<file path="src/rtl/pc_redirect_unit.sv">
// pc_redirect_unit: fetch PC register with jump/branch redirect and a one-cycle IF/ID flush.
// Optional redirect counter enabled by defining PC_REDIRECT_STATS_EN.
module pc_redirect_unit #(
    parameter logic [31:0] RESET_PC = 32'h0000_0000
) (
    input  logic        Clk,
    input  logic        Rst_n,
    input  logic        Stall,
    input  logic        BranchTaken,
    input  logic [31:0] BranchTarget,
    input  logic        Jump,
    input  logic [31:0] JumpTarget,
    output logic [31:0] PC,
    output logic [31:0] PCPlus4,
    output logic        Flush
`ifdef PC_REDIRECT_STATS_EN
    ,
    output logic [31:0] RedirectCount
`endif
);
    typedef enum logic {RUN, FLUSH} state_t;
    state_t state, state_next;
    logic redirect;
    logic [31:0] target, pc_next;
    assign PCPlus4 = PC + 32'd4;
    // Redirect requests on the FLUSH cycle come from the killed instruction.
    assign redirect = (state == RUN) && (Jump || BranchTaken);
    assign target = Jump ? JumpTarget : BranchTarget;
    assign pc_next = redirect ? {target[31:2], 2'b00} : Stall ? PC : PCPlus4;
    always_ff @(posedge Clk or negedge Rst_n) begin
        if (!Rst_n) begin
            state <= RUN;
            PC <= {RESET_PC[31:2], 2'b00};
        end else begin
            state <= state_next;
            PC <= pc_next;
        end
    end
    always_comb begin
        state_next = RUN;
        if (state == RUN && redirect) state_next = FLUSH;
    end
    always_comb begin
        Flush = (state == FLUSH);
    end
`ifdef PC_REDIRECT_STATS_EN
    always_ff @(posedge Clk or negedge Rst_n) begin
        if (!Rst_n) RedirectCount <= 32'd0;
        else if (redirect) RedirectCount <= RedirectCount + 32'd1;
    end
`endif
endmodule

</file>
<file path="config.mk">
export PLATFORM = sky130hd
export DESIGN_NAME = pc_redirect_unit
export DESIGN_NICKNAME = d
export VERILOG_FILES = /design/src/rtl/pc_redirect_unit.sv
export SDC_FILE = /design/constraint.sdc
export NUM_CORES = 1
export LEC_CHECK = 0
export ABC_CLOCK_PERIOD_IN_PS = 2550
export BUFFER_PORTS_ARGS = -buffer_cell sky130_fd_sc_hd__buf_4
export CORE_MARGIN = 1
export CORE_UTILIZATION = 40
export CTS_CLUSTER_DIAMETER = 50
export CTS_CLUSTER_SIZE = 28
export DETAILED_ROUTE_END_ITERATION = 6
export PLACE_DENSITY = 0.84
export RECOVER_POWER = 100
export SYNTH_ARGS = -nofsm -noshare
export SYNTH_HDL_FRONTEND = slang
export SYNTH_SLANG_ARGS = --single-unit
</file>
<file path="constraint.sdc">
create_clock -name Clk -period 2.55 [get_ports Clk]
set_input_delay 0.3825 -clock Clk [delete_from_list [all_inputs] [get_ports Clk]]
set_output_delay 0.3825 -clock Clk [all_outputs]
set_load 0.05 [all_outputs]
</file>
After elaboration in Yosys (flattened, before gate mapping)
Index checks and enable logic that the tools add are counted.
- memory bits (writable): 0
- ROM bits: 0
- word-level logic and storage cells: 12
- bits in latches: 0
- memories: 0
- flip-flop bits (word level): 33
- add/sub/neg operators: 1
- equal/unequal tests: 1
- muxes and demuxes: 4
- shifts and indexed selects: 0
- multipliers: 0
- reduce and logical (&&, ||, !) cells: 3
- div/mod/pow operators: 0
- bitwise logic cells: 1
- magnitude comparators: 0
- operators by type and width (cell ; count):
    32-bit two-way mux ; 3
    32-bit by 3-bit adder with 32-bit output, second input constant ; 1
    1-bit logical AND ; 2
    2-bit by 1-bit != test with 1-bit output, second input constant ; 1
    1-bit logical OR ; 1
    1-bit two-way mux ; 1
    1-bit NOT ; 1

Logic depth before layout (Yosys ltp)
Gate-level depths: netlist of the first run.
- depth in word-level cells: 4
- depth in mapped cells: 7
- gate-level depth less buffers: 5

Worst setup path before layout of the first run
No wires, ideal clock.
- path type: reg2out
- from: reg PC[4]
- to: out PCPlus4[29]
- setup slack: -0.644 ns
- data required time: 2.168 ns
- data arrival time: 2.811 ns
- cell stages (with the launch flop): 8
- cells stage by stage: dfrtp_1 > buf_2 > nand4_1 > buf_2 > or4_1 > buf_2 > nor3_1 > xor2_1
- word-level cells in the longest chain between the ends: 1
- RTL lines (what ; line ; source):
    from (decl) ; 13 ; output logic [31:0] PC,
    from (signal assigned) ; 33 ; PC <= {RESET_PC[31:2], 2'b00};
    from (signal assigned) ; 36 ; PC <= pc_next;
    32-bit by 3-bit adder with 32-bit output ; 25 ; assign PCPlus4 = PC + 32'd4;
    to (decl) ; 14 ; output logic [31:0] PCPlus4,
No other way between the ends.

Worst setup path in the final report of the first run
- from: reg PC[11]
- to: out PCPlus4[27]
The elaborated chain is that of the path after synthesis.

==> flow_summary.ini, run 1 <==
[status]
status = finished, violations left
violations = capacitance limit, slew limit, setup timing

[layout]
regArea_um2 = 798
nets = 527
multiInputGateArea_um2 = 2000
final_cell_count_no_fill = 533
antenna_cells = 0
fillers = 466
drive_above_1_share_pct = 51.5
finish.utilization_pct = 71.7
syn_to_final_growth_pct = 69.1

[clock_network]
clkSinkCount = 31
clockBufferDepth = 2
postCtsHoldBufs = 0
h-tree-depth = 2
numCtsBuffers = 5
cts.clk_slew.worst_paths_ps = 70
clock_latency_ps = 300
cts-root-buf = clkbuf_8
cts_tree = built

[worst_setup_path]
end_kind = output port
r2r_end = PC[31]$_DFFE_PN0P_
r2r_start = PC[3]$_DFFE_PN0P_
r2r_slack_ps = 210
worstPathRequired_ps = 2170
crit_path_max_fanout = 5
critPathKind = reg2out
worstRegToRegCells = 5
cp.arrival_ps = 2190
worstSetupStartpointType = flop

[placement]
dpl.hpwl_um = 6050
gp_congestion = 0.782
placed_cells = 497
portBuffers = 125

[detailed_routing]
drt_iter0_markers = 143
wl_um = 9070
ant_nets = 0
avgRoutedWirePerCell_um = 17.0
first_pass_iters = 4
detail_route.vias_per_cell = 5.66
remaining_drc_errors = 0
routed-via-count = 3018

[timing]
fin_crit_sh_pct = 101
finalMaxSlewViolations = 32
relSlewSlack_pct = -23.6
fin_ws_ps = -26.7
worst_pin_slew_ps = 1850
finalHoldViolCount = 0
skew_ps = 9.14
period_minus_slack_ps = 2580
setup_viol = 3
rsz0062_at_grt = yes
finalSetupTns_ps = -36.0
fmax_mhz = 388

[job]
max_cap_viol_count = 1

[synthesis]
synth_cell_type_count = 41
synth.avg_cell_area_um2 = 8.32
synthCells = 307
ys_seq_area_share_pct = 30.4
ys_ff_latch = 31
synth_warnings = 0
synth.cell_area_um2 = 2550

[floorplanning]
io_pins = 134
core_area_um2 = 6030
rows = 28
initial_core_util_pct = 42.4
fp.dieH_um = 81.9
die_w_um = 81.9
die_area_um2 = 6710

[pwr]
p_leak_nw = 1.82
power.density_nw_per_um2 = 788
p_total_w = 0.00340
peakVddDrop_mv = 0.568

[grt]
track_usage_pct = 25.6
grt_pass1_wl_um = 13000
grt.overflow.total = 0
antenna_found_initial = 0
grt_pass1_vias = 2827
grt_max_degree = 41

[hold_path]
min_to = PC[8]$_DFFE_PN0P_
min_from = JumpTarget[8]
worstHoldPathCells = 3
hp-class = in2reg
sequential cells by signal, summed over array words and instances (netlist names):
name	cells
Flush	1
PC	30
timing repair:
action                     CTS  global route
setup buffers                4            23
pin swaps                    2            12
resized for setup           17            19
cloned                       0             1
setup endpoints to repair   13            15
final cells by class:
class                   instances  share of cell area (%)
clock buffers                   7                    2.00
repair buffers                169                    30.1
inverters                       8                   0.695
flip-flops and latches         31                    18.5
clock inverters                 1                   0.116
multi-input cells             242                    46.4
well taps                      75                    2.17
synthesized netlist by cell type:
cell      number  area share [%]
conb_1         1            0.15
o31ai_1       10             2.9
buf_4          5             1.5
inv_1          8             1.2
a211o_1        1            0.34
buf_2          7             1.4
clkbuf_1      18             2.6
and4_4         1            0.44
mux2i_1        5             2.0
o311a_1        1            0.39
and3_1         1            0.25
nor4_1         4            0.98
nand4b_1       1            0.34
or4b_4         1            0.54
nand2_1       13             1.9
ha_1           1            0.49
nor2b_1       25             6.1
a211oi_1      25             7.3
or3_1          4            0.98
nand3b_1       1            0.29
nor4b_1        1            0.34
or4_1         13             3.8
or2_1          2            0.49
xor2_1        19             6.5
o21bai_1       1            0.29
a31oi_1       13             3.2
nor3_1        14             2.7
or4_4          1            0.44
and4_1         3             1.0
nand4_1        7             1.7
dfrtp_1       31              30
nand3_1        8             1.6
nand2b_1       2            0.49
o211ai_1       1            0.29
o21ai_0        2            0.39
a21oi_1       15             2.9
nor4_2         1            0.49
o21ai_1        2            0.39
xnor2_1       23             7.9
nand3_2        1            0.39
nor2_1        14             2.1
through the flow:
stage                     cell area [µm²]  hold slack, ps  setup slack (ps)
after floorplan                      2870            86.9              -209
after global placement               3870             348               196
after detailed placement             3870             354               139
after CTS                            4070            36.2             -32.3
after global routing                 4320             386             -99.3
final                                4320             361             -26.7
critical path: stages, from the launching register on:
cell and delay [ps]:
dfrtp_2 420, nand4_1 190, or4_4 670, nor3_4 280, xor2_4 170, buf_6 170
cells by family after synthesis:
group | Yosys count | synth area share, %
fa+ha+maj | 1 | 0.490
simple gates | 118 | 27.4
compound gates | 71 | 18.5
mux | 5 | 1.96
xor+xnor | 42 | 14.4
flops | 31 | 30.4
buf+inv | 38 | 6.66
other cells | 1 | 0.147
power breakdown:
group	internal (W)	total (W)	switching, W
registers	0.000609	0.000765	0.000156
clock network	0.000218	0.000417	0.000199
logic	0.000794	0.00222	0.00143
how the worst max path moves through the flow:
stage,from,endpoint,slack [ps]
floorplan,PC[10]$_DFFE_PN0P_,PCPlus4[24],-210
global placement,PC[2]$_DFFE_PN0P_,PCPlus4[28],200
detailed placement,PC[2]$_DFFE_PN0P_,PCPlus4[22],140
CTS,PC[6]$_DFFE_PN0P_,PCPlus4[29],-30
global route,PC[11]$_DFFE_PN0P_,PCPlus4[27],-100
finish,PC[11]$_DFFE_PN0P_,PCPlus4[27],-30
placed cells by master, fill, tap and decap left out, types with 3 or more instances in the layout:
cell / instances
or3_1: 4
inv_1: 8
nor4_1: 4
dfrtp_2: 18
nand2_1: 13
nor3_4: 6
nand4_1: 7
nor3_2: 3
a31oi_1: 13
or4_1: 11
buf_6: 12
clkbuf_1: 5
nor2_1: 9
xnor2_2: 7
mux2i_1: 5
o31ai_1: 10
or4_4: 4
conb_1: 4
xor2_2: 6
nor2_4: 3
a211oi_1: 25
nand3_1: 6
nor2b_1: 25
xor2_4: 6
clkbuf_8: 6
nor3_1: 5
xor2_1: 7
a21oi_1: 15
dfrtp_1: 13
and4_1: 3
buf_4: 152
nand3_2: 3
xnor2_1: 16
layer usage:
layer	global-route usage (%)	part of all wire (%)	routed length, µm
met1	28.8	38	3430
met2	46.4	52	4750
met3	5.78	7.5	676
met4	10.2	2.3	212
met5	0	0	0
No activity file was read; power rests on OpenSTA's default activity.
==> inputs of run 2 (changes only) <==
--- a/config.mk
+++ b/config.mk
@@ -5,14 +5,14 @@
 export SDC_FILE = /design/constraint.sdc
 export NUM_CORES = 1
 export LEC_CHECK = 0
-export ABC_CLOCK_PERIOD_IN_PS = 2550
+export ABC_CLOCK_PERIOD_IN_PS = 2310
 export BUFFER_PORTS_ARGS = -buffer_cell sky130_fd_sc_hd__buf_4
 export CORE_MARGIN = 1
 export CORE_UTILIZATION = 40
 export CTS_CLUSTER_DIAMETER = 50
 export CTS_CLUSTER_SIZE = 28
 export DETAILED_ROUTE_END_ITERATION = 6
-export PLACE_DENSITY = 0.84
+export PLACE_DENSITY = 0.87
 export RECOVER_POWER = 100
 export SYNTH_ARGS = -nofsm -noshare
 export SYNTH_HDL_FRONTEND = slang
==> constraint.sdc (replaced) <==
create_clock -name Clk -period 2.31 [get_ports Clk]
set_input_delay 0.3465 -clock Clk [delete_from_list [all_inputs] [get_ports Clk]]
set_output_delay 0.3465 -clock Clk [all_outputs]
set_load 0.05 [all_outputs]
==> flow_summary.ini, run 2 (synthesis gave the netlist of run 1 again) <==
[status]
status = finished, violations left
violations = setup timing

[worst_setup_path]
worstPathRequired_ps = 1960
r2r_slack_ps = 20
path_cells = nand4_1 > or4_4 > nor4_4 > xnor2_4 > buf_6
worstSetupStartpointType = flop
r2r_end = PC[26]$_DFFE_PN0P_
end_kind = output port
cp.arrival_ps = 2200
cp_slowest_cell = or4_4
critPathKind = reg2out
crit_path_start = PC[5]$_DFFE_PN0P_
r2r_start = PC[19]$_DFFE_PN0P_
crit_path_max_fanout = 5
slowest_delay_ps = 650
worstRegToRegCells = 6

[hold_path]
min_to = PC[9]$_DFFE_PN0P_
worstHoldPathCells = 3
hp-class = in2reg
min_from = JumpTarget[9]

[pwr]
clkPwrFrac_pct = 12.1
power.density_nw_per_um2 = 833
p_switching_w = 0.00206
p_sw_share_pct = 53.7
peakVddDrop_mv = 0.685
intPower_w = 0.00177
pwr-share-comb_pct = 67.5
pwr-share-seq_pct = 20.4
p_leak_nw = 1.91

[detailed_routing]
wl_um = 10100
avgRoutedWirePerCell_um = 18.4
routed-via-count = 3184
ant_nets = 0
m1WireLength_um = 3680
drt_iter0_markers = 245
remaining_drc_errors = 0
highest_layer = met4
detail_route.vias_per_cell = 5.79
wl_met2_um = 5240
wl_met3_um = 832
first_pass_iters = 5

[timing]
fin_crit_sh_pct = 110
skew_ps = 16.3
relSlewSlack_pct = 3.06
fin_ws_ps = -236
holdWs_ps = 335
period_minus_slack_ps = 2550
finalHoldViolCount = 0
finalMaxSlewViolations = 0
worst_pin_slew_ps = 1450
rsz0062_at_grt = yes
fmax_mhz = 393
setup_viol = 17

[clock_network]
numCtsBuffers = 5
cts.clk_slew.worst_paths_ps = 80
clock_latency_ps = 290
clkSinkCount = 31
h-tree-depth = 2
cts-root-buf = clkbuf_8
clockBufferDepth = 2
cts_tree = built

[layout]
nets = 544
regArea_um2 = 800
layout_common_cells = 120 x buf_4, 33 x clkbuf_1, 25 x nor2b_1, 25 x a211oi_1, 25 x buf_6
largest_reg_flops = 30
fillers = 439
top_register = PC
multiInputGateArea_um2 = 2200
drive_above_1_share_pct = 48.8
syn_to_final_growth_pct = 80.3
antenna_cells = 0
layout_commonest_cell = buf_4

[grt]
grt_pass1_vias = 3084
grt_max_degree = 41
grt.overflow.total = 0
antenna_found_initial = 0
track_usage_pct = 29.1
grt_pass1_wl_um = 14600

[placement]
dpl.hpwl_um = 6780
pre_cts_slack_ps = 69.9
portBuffers = 125
gp_congestion = 0.820

[floorplanning]
io_pins = 134
rows = 28
fp.dieH_um = 81.9
die_w_um = 81.9
initial_core_util_pct = 42.4
die_area_um2 = 6710
core_area_um2 = 6030

[job]
max_cap_viol_count = 0
==> run 2: how the worst max path moves through the flow <==
stage	endpoint	slack (ps)	depth (start not counted)
2_1_floorplan	PCPlus4[29]	-190	7
3_3_place_gp	PCPlus4[21]	110	5
3_5_place_dp	PC[23]$_DFFE_PN0P_	70	6
4_1_cts	PCPlus4[23]	-180	6
5_1_grt	PCPlus4[31]	-290	5
6_report	PCPlus4[31]	-240	5
==> run 2: metal layers <==
metal | vias up | GRT usage, %
li1 | 1453 | -
met1 | 1505 | 33.3
met2 | 187 | 50.2
met3 | 39 | 5.00
met4 | 0 | 17.7
met5 | - | 0
==> run 2: final cells by class <==
type                       instances  area share (%)
multi-input combinational        241            47.8
timing repair buffer             187            30.1
sequential                        31            17.4
tap                               75            2.04
clock buffer                       7            1.88
inverter                           8           0.652
clock inverter                     1           0.109
==> run 2: power groups by stage <==
stage / Combinational, W / Clock, W / Sequential (W)
final: 0.00259 / 0.000464 / 0.000784
after global routing: 0.00271 / 0.000485 / 0.000795
after CTS: 0.00264 / 0.000456 / 0.000769
after detailed placement: 0.00250 / 0 / 0.000793
after global placement: 0.00245 / 0 / 0.000784
after floorplan: 0.00122 / 0 / 0.00129
==> run 2: metrics by stage <==
| stage | instance area [µm²] | TNS [ps] | cells | power [W] | utilization [%] |
|---|---|---|---|---|---|
| 2_1_floorplan | 3150 | -2390 | 310 | 0.00251 | - |
| 3_3_place_gp | 4290 | 0 | 519 | 0.00323 | 71.2 |
| 3_5_place_dp | 4290 | 0 | 519 | 0.00329 | 71.2 |
| 4_1_cts | 4630 | -1750 | 545 | 0.00387 | 76.8 |
| 5_1_grt | 4600 | -4410 | 550 | 0.00399 | 76.4 |
| 6_report | 4600 | -2150 | 550 | 0.00383 | 76.4 |
==> run 2: critical path: cells and delay by family (launching register included) <==
| kind | cells | cell delay (ps) |
|---|---|---|
| buffers and inverters | 1 | 170 |
| and+or+nand+nor | 3 | 1220 |
| xor gates and xnor gates | 1 | 160 |
| DFF | 1 | 360 |
==> run 2: repair_timing <==
action,in CTS,in global routing
gates resized for setup,24,20
endpoints found under the setup margin,17,26
pin swaps,15,13
setup buffers,17,6
hold buffers,1,0
endpoints found under the hold margin,11,0
gates cloned,0,0
